## src/rtl/vga_timing_gen_if.sv

```systemverilog
// Raster timing bundle from the timing generator to the pixel renderers and VGA DAC.
interface vga_timing_gen_if #(
  parameter int CW      = 10,
  parameter int FRAME_W = 16
);
  logic               pix_en;
  logic [CW-1:0]      h_count;
  logic [CW-1:0]      v_count;
  logic               display_area;
  logic               hsync;
  logic               vsync;
  logic               line_start;
  logic               frame_start;
  logic [FRAME_W-1:0] frame_count;

  modport master (
    output pix_en, h_count, v_count, display_area, hsync, vsync,
           line_start, frame_start, frame_count
  );

  modport slave (
    input pix_en, h_count, v_count, display_area, hsync, vsync,
          line_start, frame_start, frame_count
  );
endinterface

```

## src/rtl/vga_timing_gen.sv

```systemverilog
// Parametric VGA raster timing generator with a pixel enable on the system clock,
// run/pause gating, line/frame strobes and a frame counter.
module vga_timing_gen #(
  parameter int CLK_DIV  = 2,
  parameter int H_ACTIVE = 640,
  parameter int H_FP     = 16,
  parameter int H_SYNC   = 96,
  parameter int H_BP     = 48,
  parameter int V_ACTIVE = 480,
  parameter int V_FP     = 10,
  parameter int V_SYNC   = 2,
  parameter int V_BP     = 33,
  parameter bit HS_POL   = 1'b0,
  parameter bit VS_POL   = 1'b0,
  parameter int CW       = 10,
  parameter int FRAME_W  = 16
) (
  input  logic             clk,
  input  logic             rst,
  input  logic             en,
  vga_timing_gen_if.master vga
);

  localparam int H_TOTAL  = H_ACTIVE + H_FP + H_SYNC + H_BP;
  localparam int V_TOTAL  = V_ACTIVE + V_FP + V_SYNC + V_BP;
  localparam int HS_START = H_ACTIVE + H_FP;
  localparam int HS_END   = HS_START + H_SYNC;
  localparam int VS_START = V_ACTIVE + V_FP;
  localparam int VS_END   = VS_START + V_SYNC;
  localparam int DW       = (CLK_DIV > 1) ? $clog2(CLK_DIV) : 1;

  // Window bounds are one bit wider than the counters so an end bound equal to
  // the total (zero back porch) still compares correctly.
  localparam logic [CW:0]   H_ACT_C   = (CW+1)'(H_ACTIVE);
  localparam logic [CW:0]   V_ACT_C   = (CW+1)'(V_ACTIVE);
  localparam logic [CW:0]   HS_START_C = (CW+1)'(HS_START);
  localparam logic [CW:0]   HS_END_C   = (CW+1)'(HS_END);
  localparam logic [CW:0]   VS_START_C = (CW+1)'(VS_START);
  localparam logic [CW:0]   VS_END_C   = (CW+1)'(VS_END);
  localparam logic [CW-1:0] H_LAST    = CW'(H_TOTAL - 1);
  localparam logic [CW-1:0] V_LAST    = CW'(V_TOTAL - 1);
  localparam logic [DW-1:0] DIV_LAST  = DW'(CLK_DIV - 1);

  // Reject parameter sets the counters cannot represent.
  if (CLK_DIV < 1) begin : g_div_check
    $error("vga_timing_gen: CLK_DIV must be >= 1");
  end
  if ((H_TOTAL - 1) >= (1 << CW) || (V_TOTAL - 1) >= (1 << CW)) begin : g_cw_check
    $error("vga_timing_gen: CW too narrow for H_TOTAL-1 / V_TOTAL-1");
  end

  logic [DW-1:0]      div_cnt_reg, div_cnt_next;
  logic [CW-1:0]      h_count_reg, h_count_next;
  logic [CW-1:0]      v_count_reg, v_count_next;
  logic [FRAME_W-1:0] frame_count_reg, frame_count_next;
  logic               pix_en_reg, pix_en_next;
  logic               line_start_reg, line_start_next;
  logic               frame_start_reg, frame_start_next;
  logic               display_area_reg, display_area_next;
  logic               hsync_reg, hsync_next;
  logic               vsync_reg, vsync_next;
  logic [CW:0]        h_ext, v_ext;

  // Next-state counters; decoded outputs come from the next counters so they
  // line up with the h/v values presented in the same cycle.
  always_comb begin
    div_cnt_next      = div_cnt_reg;
    h_count_next      = h_count_reg;
    v_count_next      = v_count_reg;
    frame_count_next  = frame_count_reg;
    pix_en_next       = 1'b0;
    line_start_next   = 1'b0;
    frame_start_next  = 1'b0;

    if (en) begin
      if (div_cnt_reg == DIV_LAST) begin
        div_cnt_next = '0;
        pix_en_next  = 1'b1;
        if (h_count_reg == H_LAST) begin
          h_count_next    = '0;
          line_start_next = 1'b1;
          if (v_count_reg == V_LAST) begin
            v_count_next     = '0;
            frame_start_next = 1'b1;
            frame_count_next = frame_count_reg + FRAME_W'(1);
          end else begin
            v_count_next = v_count_reg + CW'(1);
          end
        end else begin
          h_count_next = h_count_reg + CW'(1);
        end
      end else begin
        div_cnt_next = div_cnt_reg + DW'(1);
      end
    end

    h_ext             = {1'b0, h_count_next};
    v_ext             = {1'b0, v_count_next};
    display_area_next = (h_ext < H_ACT_C) && (v_ext < V_ACT_C);
    hsync_next        = ((h_ext >= HS_START_C) && (h_ext < HS_END_C)) ? HS_POL : ~HS_POL;
    vsync_next        = ((v_ext >= VS_START_C) && (v_ext < VS_END_C)) ? VS_POL : ~VS_POL;
  end

  // State and output registers; reset parks the raster on the last pixel so the
  // first pixel strobe lands on (0,0).
  always_ff @(posedge clk) begin
    if (rst) begin
      div_cnt_reg      <= '0;
      h_count_reg      <= H_LAST;
      v_count_reg      <= V_LAST;
      frame_count_reg  <= '0;
      pix_en_reg       <= 1'b0;
      line_start_reg   <= 1'b0;
      frame_start_reg  <= 1'b0;
      display_area_reg <= 1'b0;
      hsync_reg        <= ~HS_POL;
      vsync_reg        <= ~VS_POL;
    end else begin
      div_cnt_reg      <= div_cnt_next;
      h_count_reg      <= h_count_next;
      v_count_reg      <= v_count_next;
      frame_count_reg  <= frame_count_next;
      pix_en_reg       <= pix_en_next;
      line_start_reg   <= line_start_next;
      frame_start_reg  <= frame_start_next;
      display_area_reg <= display_area_next;
      hsync_reg        <= hsync_next;
      vsync_reg        <= vsync_next;
    end
  end

  assign vga.pix_en       = pix_en_reg;
  assign vga.h_count      = h_count_reg;
  assign vga.v_count      = v_count_reg;
  assign vga.display_area = display_area_reg;
  assign vga.hsync        = hsync_reg;
  assign vga.vsync        = vsync_reg;
  assign vga.line_start   = line_start_reg;
  assign vga.frame_start  = frame_start_reg;
  assign vga.frame_count  = frame_count_reg;

endmodule

```

## src/flat_wrapper.sv

```systemverilog
// flat-port wrapper written by rule: the top's interface ports become plain ports
module vga_timing_gen_flat 
#(
  parameter int CLK_DIV  = 2,
  parameter int H_ACTIVE = 640,
  parameter int H_FP     = 16,
  parameter int H_SYNC   = 96,
  parameter int H_BP     = 48,
  parameter int V_ACTIVE = 480,
  parameter int V_FP     = 10,
  parameter int V_SYNC   = 2,
  parameter int V_BP     = 33,
  parameter bit HS_POL   = 1'b0,
  parameter bit VS_POL   = 1'b0,
  parameter int CW       = 10,
  parameter int FRAME_W  = 16
)
  (clk, rst, en, vga_pix_en, vga_h_count, vga_v_count, vga_display_area, vga_hsync, vga_vsync, vga_line_start, vga_frame_start, vga_frame_count);
  vga_timing_gen_if #(.CW(CW), .FRAME_W(FRAME_W)) vga_i ();
  input  logic clk;
  input  logic rst;
  input  logic en;
  output wire logic [$bits(vga_i.pix_en)-1:0] vga_pix_en;
  output wire logic [$bits(vga_i.h_count)-1:0] vga_h_count;
  output wire logic [$bits(vga_i.v_count)-1:0] vga_v_count;
  output wire logic [$bits(vga_i.display_area)-1:0] vga_display_area;
  output wire logic [$bits(vga_i.hsync)-1:0] vga_hsync;
  output wire logic [$bits(vga_i.vsync)-1:0] vga_vsync;
  output wire logic [$bits(vga_i.line_start)-1:0] vga_line_start;
  output wire logic [$bits(vga_i.frame_start)-1:0] vga_frame_start;
  output wire logic [$bits(vga_i.frame_count)-1:0] vga_frame_count;
  assign vga_pix_en = vga_i.pix_en;
  assign vga_h_count = vga_i.h_count;
  assign vga_v_count = vga_i.v_count;
  assign vga_display_area = vga_i.display_area;
  assign vga_hsync = vga_i.hsync;
  assign vga_vsync = vga_i.vsync;
  assign vga_line_start = vga_i.line_start;
  assign vga_frame_start = vga_i.frame_start;
  assign vga_frame_count = vga_i.frame_count;
  vga_timing_gen #(.CLK_DIV(CLK_DIV), .H_ACTIVE(H_ACTIVE), .H_FP(H_FP), .H_SYNC(H_SYNC), .H_BP(H_BP), .V_ACTIVE(V_ACTIVE), .V_FP(V_FP), .V_SYNC(V_SYNC), .V_BP(V_BP), .HS_POL(HS_POL), .VS_POL(VS_POL), .CW(CW), .FRAME_W(FRAME_W)) u_core (.clk(clk), .rst(rst), .en(en), .vga(vga_i));
endmodule
```

## config.mk

```make
export PLATFORM = sky130hd
export DESIGN_NAME = vga_timing_gen_flat
export DESIGN_NICKNAME = d
export VERILOG_FILES = /design/src/rtl/vga_timing_gen_if.sv /design/src/rtl/vga_timing_gen.sv /design/src/flat_wrapper.sv
export SDC_FILE = /design/constraint.sdc
export NUM_CORES = 1
export LEC_CHECK = 0
export BUFFER_PORTS_ARGS = -buffer_cell sky130_fd_sc_hd__buf_2
export CAP_MARGIN = 40
export CORE_MARGIN = 2
export CORE_UTILIZATION = 40
export CTS_BUF_LIST = sky130_fd_sc_hd__clkbuf_8 sky130_fd_sc_hd__clkbuf_16
export CTS_CLUSTER_SIZE = 12
export DETAILED_ROUTE_END_ITERATION = 7
export GPL_TIMING_DRIVEN = 0
export HOLD_SLACK_MARGIN = 0.03
export PLACE_DENSITY_LB_ADDON = 0.1
export SYNTH_ARGS = -nofsm -noshare
export SYNTH_HDL_FRONTEND = slang
export SYNTH_SLANG_ARGS = --single-unit
```

## constraint.sdc

```tcl
create_clock -name clk -period 3.2 [get_ports clk]
set_clock_uncertainty 0.2 [all_clocks]
set_input_delay 0 -clock clk [delete_from_list [all_inputs] [get_ports clk]]
set_output_delay 0 -clock clk [all_outputs]
set_load 0.05 [all_outputs]
```

==> results of run 1 <==
cell type report:
type	instances	area (um2)	share of cell area
sequential	43	861	0.342
clock inverter	3	43.8	0.0174
clock buffer	5	68.8	0.0273
multi-input combinational	172	1140	0.453
tap	70	87.6	0.0348
timing repair buffer	46	240	0.0953
buffer	12	57.6	0.0228
inverter	5	18.8	0.00745
worst min-delay path, delay by kind of cell:
family | cells | cell delay, ps
buf+inv | 2 | 640
simple gates | 1 | 70
cell families after synthesis:
group           Yosys count  share of synthesized area
flops                    43                      0.414
compound gates           27                     0.0867
fa+ha+maj                 4                     0.0241
buf+inv                  17                     0.0367
xor+xnor                 27                      0.114
mux                       4                     0.0193
simple gates            110                      0.306
synth_stat cells, types with 5 or more instances:
cell type	n
nand4_1	8
dfxtp_1	43
nor2_1	28
nand3_1	16
and3_1	7
clkbuf_1	7
o21bai_1	5
inv_1	5
a21oi_1	8
nand2_1	14
xnor2_1	15
xor2_1	12
nor3_1	9
how the worst min path moves through the flow:
stage | to | slack (ps) | depth (start not counted)
2_1_floorplan | u_core.vga.h_count[7]$_SDFF_PP0_ | -110 | 1
3_3_place_gp | u_core.vga.h_count[7]$_SDFF_PP0_ | 40 | 2
4_1_cts | u_core.vga.h_count[7]$_SDFF_PP0_ | 250 | 3
3_5_place_dp | u_core.vga.h_count[7]$_SDFF_PP0_ | 40 | 2
6_report | u_core.vga.h_count[7]$_SDFF_PP0_ | 260 | 3
5_1_grt | u_core.vga.h_count[7]$_SDFF_PP0_ | 270 | 3
cells in the final DEF, fill, tap and decap left out, types with 7 or more instances in the layout:
cell type  instances
nand3_1           16
dfxtp_1           43
nand4_1            8
xor2_1            12
nand2_1           14
a21oi_1            8
and3_1             7
xnor2_1           15
nor2_1            28
nor3_1             9
clkbuf_1           7
buf_2             48
layer usage:
layer | up-vias | share of wire | wire [um]
li1 | 922 | - | -
met1 | 823 | 0.49 | 2180
met2 | 36 | 0.44 | 1970
met3 | 5 | 0.049 | 218
met4 | 0 | 0.012 | 54
met5 | - | 0 | 0
power by group through the flow:
stage	combinational (W)	clock [W]	sequential (W)
3_3_place_gp	0.000231	0	0.000586
5_1_grt	0.000253	0.000458	0.000578
6_report	0.000233	0.000425	0.000574
4_1_cts	0.000235	0.000442	0.000574
3_5_place_dp	0.000233	0	0.000586
2_1_floorplan	0.000123	0	0.000645
stage by stage:
step | std cells | instance area [um2] | util | setup slack [ps]
after floorplan | 232 | 2080 | - | 487
after global placement | 346 | 2390 | 0.470 | 544
after detailed placement | 346 | 2390 | 0.470 | 551
after CTS | 356 | 2520 | 0.497 | 530
after global routing | 356 | 2520 | 0.497 | 314
final | 356 | 2520 | 0.497 | 554
==> impl_metrics.csv, run 1 <==
group,metric,value,unit
sta,max_freq,0.378,GHz
routing,ant_nets,0,
sta,period_needed,2650,ps
sta,setup_violations,0,
clock_network,post_cts_resized,0,
sta,final_max_slew_viol_count,0,
floorplan,core_region_area,5070,um2
worst_setup_path,crit_buf_inv,2,
global_routing,use_met1,0.205,
global_routing,grt_busiest_layer,"met2",
global_routing,antenna_found_initial,0,
yosys,synthArstFlopShare,0,
clock_network,root_buffer,"clkbuf_8",
yosys,synth_edf_count,0,
worst_setup_path,critPathLaunchType,"flop",
yosys,synth_cell_types,43,
worst_setup_path,startpoint,"u_core.vga.h_count[0]$_SDFF_PP1_",
floorplan,fp.dieH,76.1,um
power,powerDensity,489,nW/um2
routing,drc,0,
worst_setup_path,worstReg2RegStart,"u_core.vga.h_count[0]$_SDFF_PP1_",
yosys,yosys.area.top_type_share,0.414,
global_routing,grt_max_degree,15,
power,p_int,0.000862,W
worst_setup_path,crit_family,"simple AND/OR/NAND/NOR gates",
power,comb_power_share,0.189,
global_routing,overflow,0,
worst_setup_path,rr_worst_depth,9,
power,power.total,0.00123,W
layout,final_layout_size_suffix_gt1_frac,0.234,
floorplan,initial_utilization,0.410,
clock_network,clk_latency,300,ps
routing,routed_wl,4.43,mm
global_routing,gr-usage-met2,0.250,
worst_setup_path,max_stage_delay,440,ps
min_path,min_from,"rst",
routing,num_vias,1786,
clock_network,clk_pin_slew,80,ps
yosys,synthFlopType,"dfxtp_1",
clock_network,cts_hold_buf,2,
routing,first_pass_iters,4,
yosys,synth_seq_cells,43,
yosys,syn_inst,232,
global_routing,grt_pass1_vias,1601,
clock_network,clock_sinks,43,
worst_setup_path,worstPathCellList,"ha_1 > and4_1 > clkbuf_1 > nand4_1 > buf_2 > nor4b_4 > nand3_1 > xor2_1 > nor2_1",
sta,tns,0,ps
placement,port_buffers,44,
yosys,yosysTopAreaCell,"dfxtp_1",
placement,dpl.hpwl,3.24,mm
clock_network,cts_tree,"done",
floorplan,die_area,5790,um2
layout,largest_reg_flops,16,
yosys,synth_area_leaders,"dfxtp_1 (41%), xnor2_1 (6.3%), nor2_1 (5.1%), xor2_1 (5.1%), nand3_1 (3.9%)",
global_routing,grtUsageTotal,0.158,
yosys,yosys_warnings,0,
routing,drt_iter0_drc,55,
floorplan,die_w,76.1,um
yosys,syn_avg_cell_area,8.96,um2
sta,grt_setup_unrepaired,"no",
worst_setup_path,crit_fanout,10,
floorplan,io_pins,45,
layout,n_antenna_cell,0,
global_routing,grt_first_pass_wirelength,7.40,mm
sta,hold_viol_final,0,
worst_setup_path,required,3180,ps
clock_network,clockBufferDepth,2,
sta,slew_headroom,0.478,
routing,via_per_inst,5.02,
power,swShare,0.300,
sta,post-route-period-util,0.827,
worst_setup_path,crit_cells,9,
worst_setup_path,crit_path_end,"u_core.vga.frame_count[15]$_SDFFE_PP0P_",
worst_setup_path,crit_path_end_kind,"flop",
power,ir_drop,0.000233,V
status,outcome,"finished, final reports clean",
layout,fin_nets,292,
worst_setup_path,crit_type,"flop to flop",
clock_network,numCtsBuffers,5,
min_path,min_path_type,"primary input to flop",
yosys,synth_fp_nets,239,
worst_setup_path,reg2reg_slack,550,ps
layout,area_growth,21.2,%
routing,wl_per_cell,12.4,um
sta,whs,259,ps
clock_network,cts_setup_buffers,0,
power,power_switching,0.000370,W
power,seqPwrFrac,0.466,
worst_setup_path,slowest_stage,"nor4b_4",
layout,fill_cells,543,
power,p_clk_frac,0.345,
yosys,synth-seq-area-share,0.414,
worst_setup_path,cp_data_arrival_time,2630,ps
clock_network,htreeDepth,2,
sta,worst_pin_slew,778,ps
power,p_leak,1.03,nW
global_routing,met3_usage,0.0474,
worst_setup_path,r2r-end,"u_core.vga.frame_count[15]$_SDFFE_PP0P_",
placement,gp_congestion,0.789,
floorplan,num_rows,26,
run,max_cap_viol_count,0,
yosys,netlist_area,2080,um2
Power figures use the tool's default switching activity.
==> run 2, diff against run 1 <==
clock period = 2.4 ns   (was 3.2 ns; I/O delays follow)
==> impl_metrics.csv, run 2 (same netlist as run 1, synthesis figures left out) <==
group,metric,value,unit
status,outcome,"finished, final reports clean",
layout,final_common_cell,"buf_2",
worst_setup_path,crit_fanout,7,
clock_network,htreeDepth,2,
worst_setup_path,crit_path_end_kind,"flop",
placement,placedCellCount,346,
layout,seq_area,887,um2
layout,n_antenna_cell,0,
sta,setup_violations,0,
sta,tns,0,ps
global_routing,antenna_found_initial,0,
clock_network,clock_sinks,43,
layout,fill_cells,509,
sta,post-route-period-util,0.979,
clock_network,clk_pin_slew,80,ps
routing,ant_nets,0,
layout,area_growth,26.2,%
worst_setup_path,critPathLaunchType,"flop",
layout,largest_reg_flops,16,
sta,worst_pin_slew,823,ps
routing,drt_iter0_drc,51,
routing,via_per_inst,5.06,
sta,whs,272,ps
power,ir_drop,0.000281,V
sta,period_needed,2350,ps
sta,hold_viol_final,0,
sta,max_freq,0.426,GHz
power,power.total,0.00153,W
global_routing,grt_max_degree,13,
worst_setup_path,required,2370,ps
global_routing,grtUsageTotal,0.169,
min_path,min_path_type,"primary input to flop",
routing,num_vias,1811,
clock_network,root_buffer,"clkbuf_8",
floorplan,num_rows,26,
global_routing,grt_pass1_vias,1685,
layout,final_cell_mix,"buf_2 (46), nor2_1 (28), dfxtp_1 (28), xnor2_1 (15)",
floorplan,initial_utilization,0.410,
floorplan,core_region_area,5070,um2
global_routing,overflow,0,
clock_network,numCtsBuffers,5,
power,p_leak,1.07,nW
run,max_cap_viol_count,0,
layout,fin_nets,294,
routing,drc,0,
worst_setup_path,cp_data_arrival_time,2320,ps
floorplan,die_w,76.1,um
sta,slew_headroom,0.447,
sta,grt_setup_unrepaired,"yes",
sta,final_max_slew_viol_count,0,
power,powerDensity,583,nW/um2
floorplan,io_pins,45,
placement,port_buffers,44,
routing,wl_per_cell,13.5,um
routing,routed_wl,4.84,mm
global_routing,grt_first_pass_wirelength,7.98,mm
clock_network,cts_tree,"done",
worst_setup_path,reg2reg_slack,50,ps
layout,final_layout_size_suffix_gt1_frac,0.337,
placement,dpl.hpwl,3.34,mm
clock_network,clockBufferDepth,2,
floorplan,die_area,5790,um2
routing,first_pass_iters,4,
layout,finalNonFillerCells,358,
floorplan,fp.dieH,76.1,um
worst_setup_path,crit_type,"flop to flop",
layout,multi_input_area,1210,um2
placement,gp_congestion,0.848,
clock_network,clk_latency,290,ps
[run 2: cell types whose count changed in the layout (fill, tap and decap cells not counted), moves of 3 or more]
cell,before,now
nor3b_1,4,1
dfxtp_1,43,28
nand3_1,16,13
dfxtp_2,0,12
nand3_2,0,3
buf_4,0,3
dfxtp_4,0,3
nor3b_2,0,3
buf_6,1,4
[run 2: stage by stage]
step	worst slack, ps	util	cell area [um2]
floorplan	7.43	-	2110
detailed placement	-171	0.476	2410
finish	50.6	0.517	2630
CTS	-6.51	0.507	2570
global placement	-153	0.476	2410
global route	-73.4	0.517	2630
[run 2: path summary, 6_finish.rpt]
kind | from | endpoint | cells after the start
hold reg to reg | u_core.vga.h_count[0]$_SDFF_PP1_ | u_core.vga.h_count[0]$_SDFF_PP1_ | 1
setup reg to reg | u_core.vga.v_count[4]$_SDFF_PP0_ | u_core.vga.frame_count[15]$_SDFFE_PP0P_ | 7
hold / removal | rst | u_core.vga.h_count[7]$_SDFF_PP0_ | 3
setup / recovery | u_core.vga.v_count[4]$_SDFF_PP0_ | u_core.vga.frame_count[15]$_SDFFE_PP0P_ | 7
[run 2: what timing repair did]
| item | CTS | global route |
|---|---|---|
| hold buffers | 2 | 0 |
| pin swaps | 2 | 6 |
| hold endpoints to repair | 8 | 0 |
| setup endpoints to repair | 14 | 14 |
| setup buffers | 3 | 1 |
| resized for setup | 8 | 12 |
[run 2: power by group]
part,internal [W],switching (W),leakage [nW]
Combinational,0.000109,0.000215,0.667
Sequential,0.000741,0.0000276,0.349
Clock,0.000196,0.000242,0.0505
[run 2: final cells by class]
| type | instances | share of cell area |
|---|---|---|
| Inverter | 5 | 0.00715 |
| Tap cell | 70 | 0.0334 |
| Timing Repair Buffer | 50 | 0.106 |
| Clock buffer | 5 | 0.0262 |
| Buffer | 10 | 0.0224 |
| Sequential cell | 43 | 0.338 |
| Clock inverter | 3 | 0.00477 |
| Multi-Input combinational cell | 172 | 0.462 |
[run 2: worst max-delay path: stages (launching register included)]
cell	delay, ps
dfxtp_4	370
or3_4	370
or4_4	560
nor4b_4	280
buf_6	170
nand3_1	90
xor2_1	140
nor2_1	50
[run 2: routing by layer]
metal	up-vias	GRT usage	routed length (um)	share of wire
li1	924	-	-	-
met1	840	0.231	2430	0.50
met2	39	0.263	2140	0.44
met3	8	0.0355	195	0.040
met4	0	0.0655	76	0.016
met5	-	0	0	0
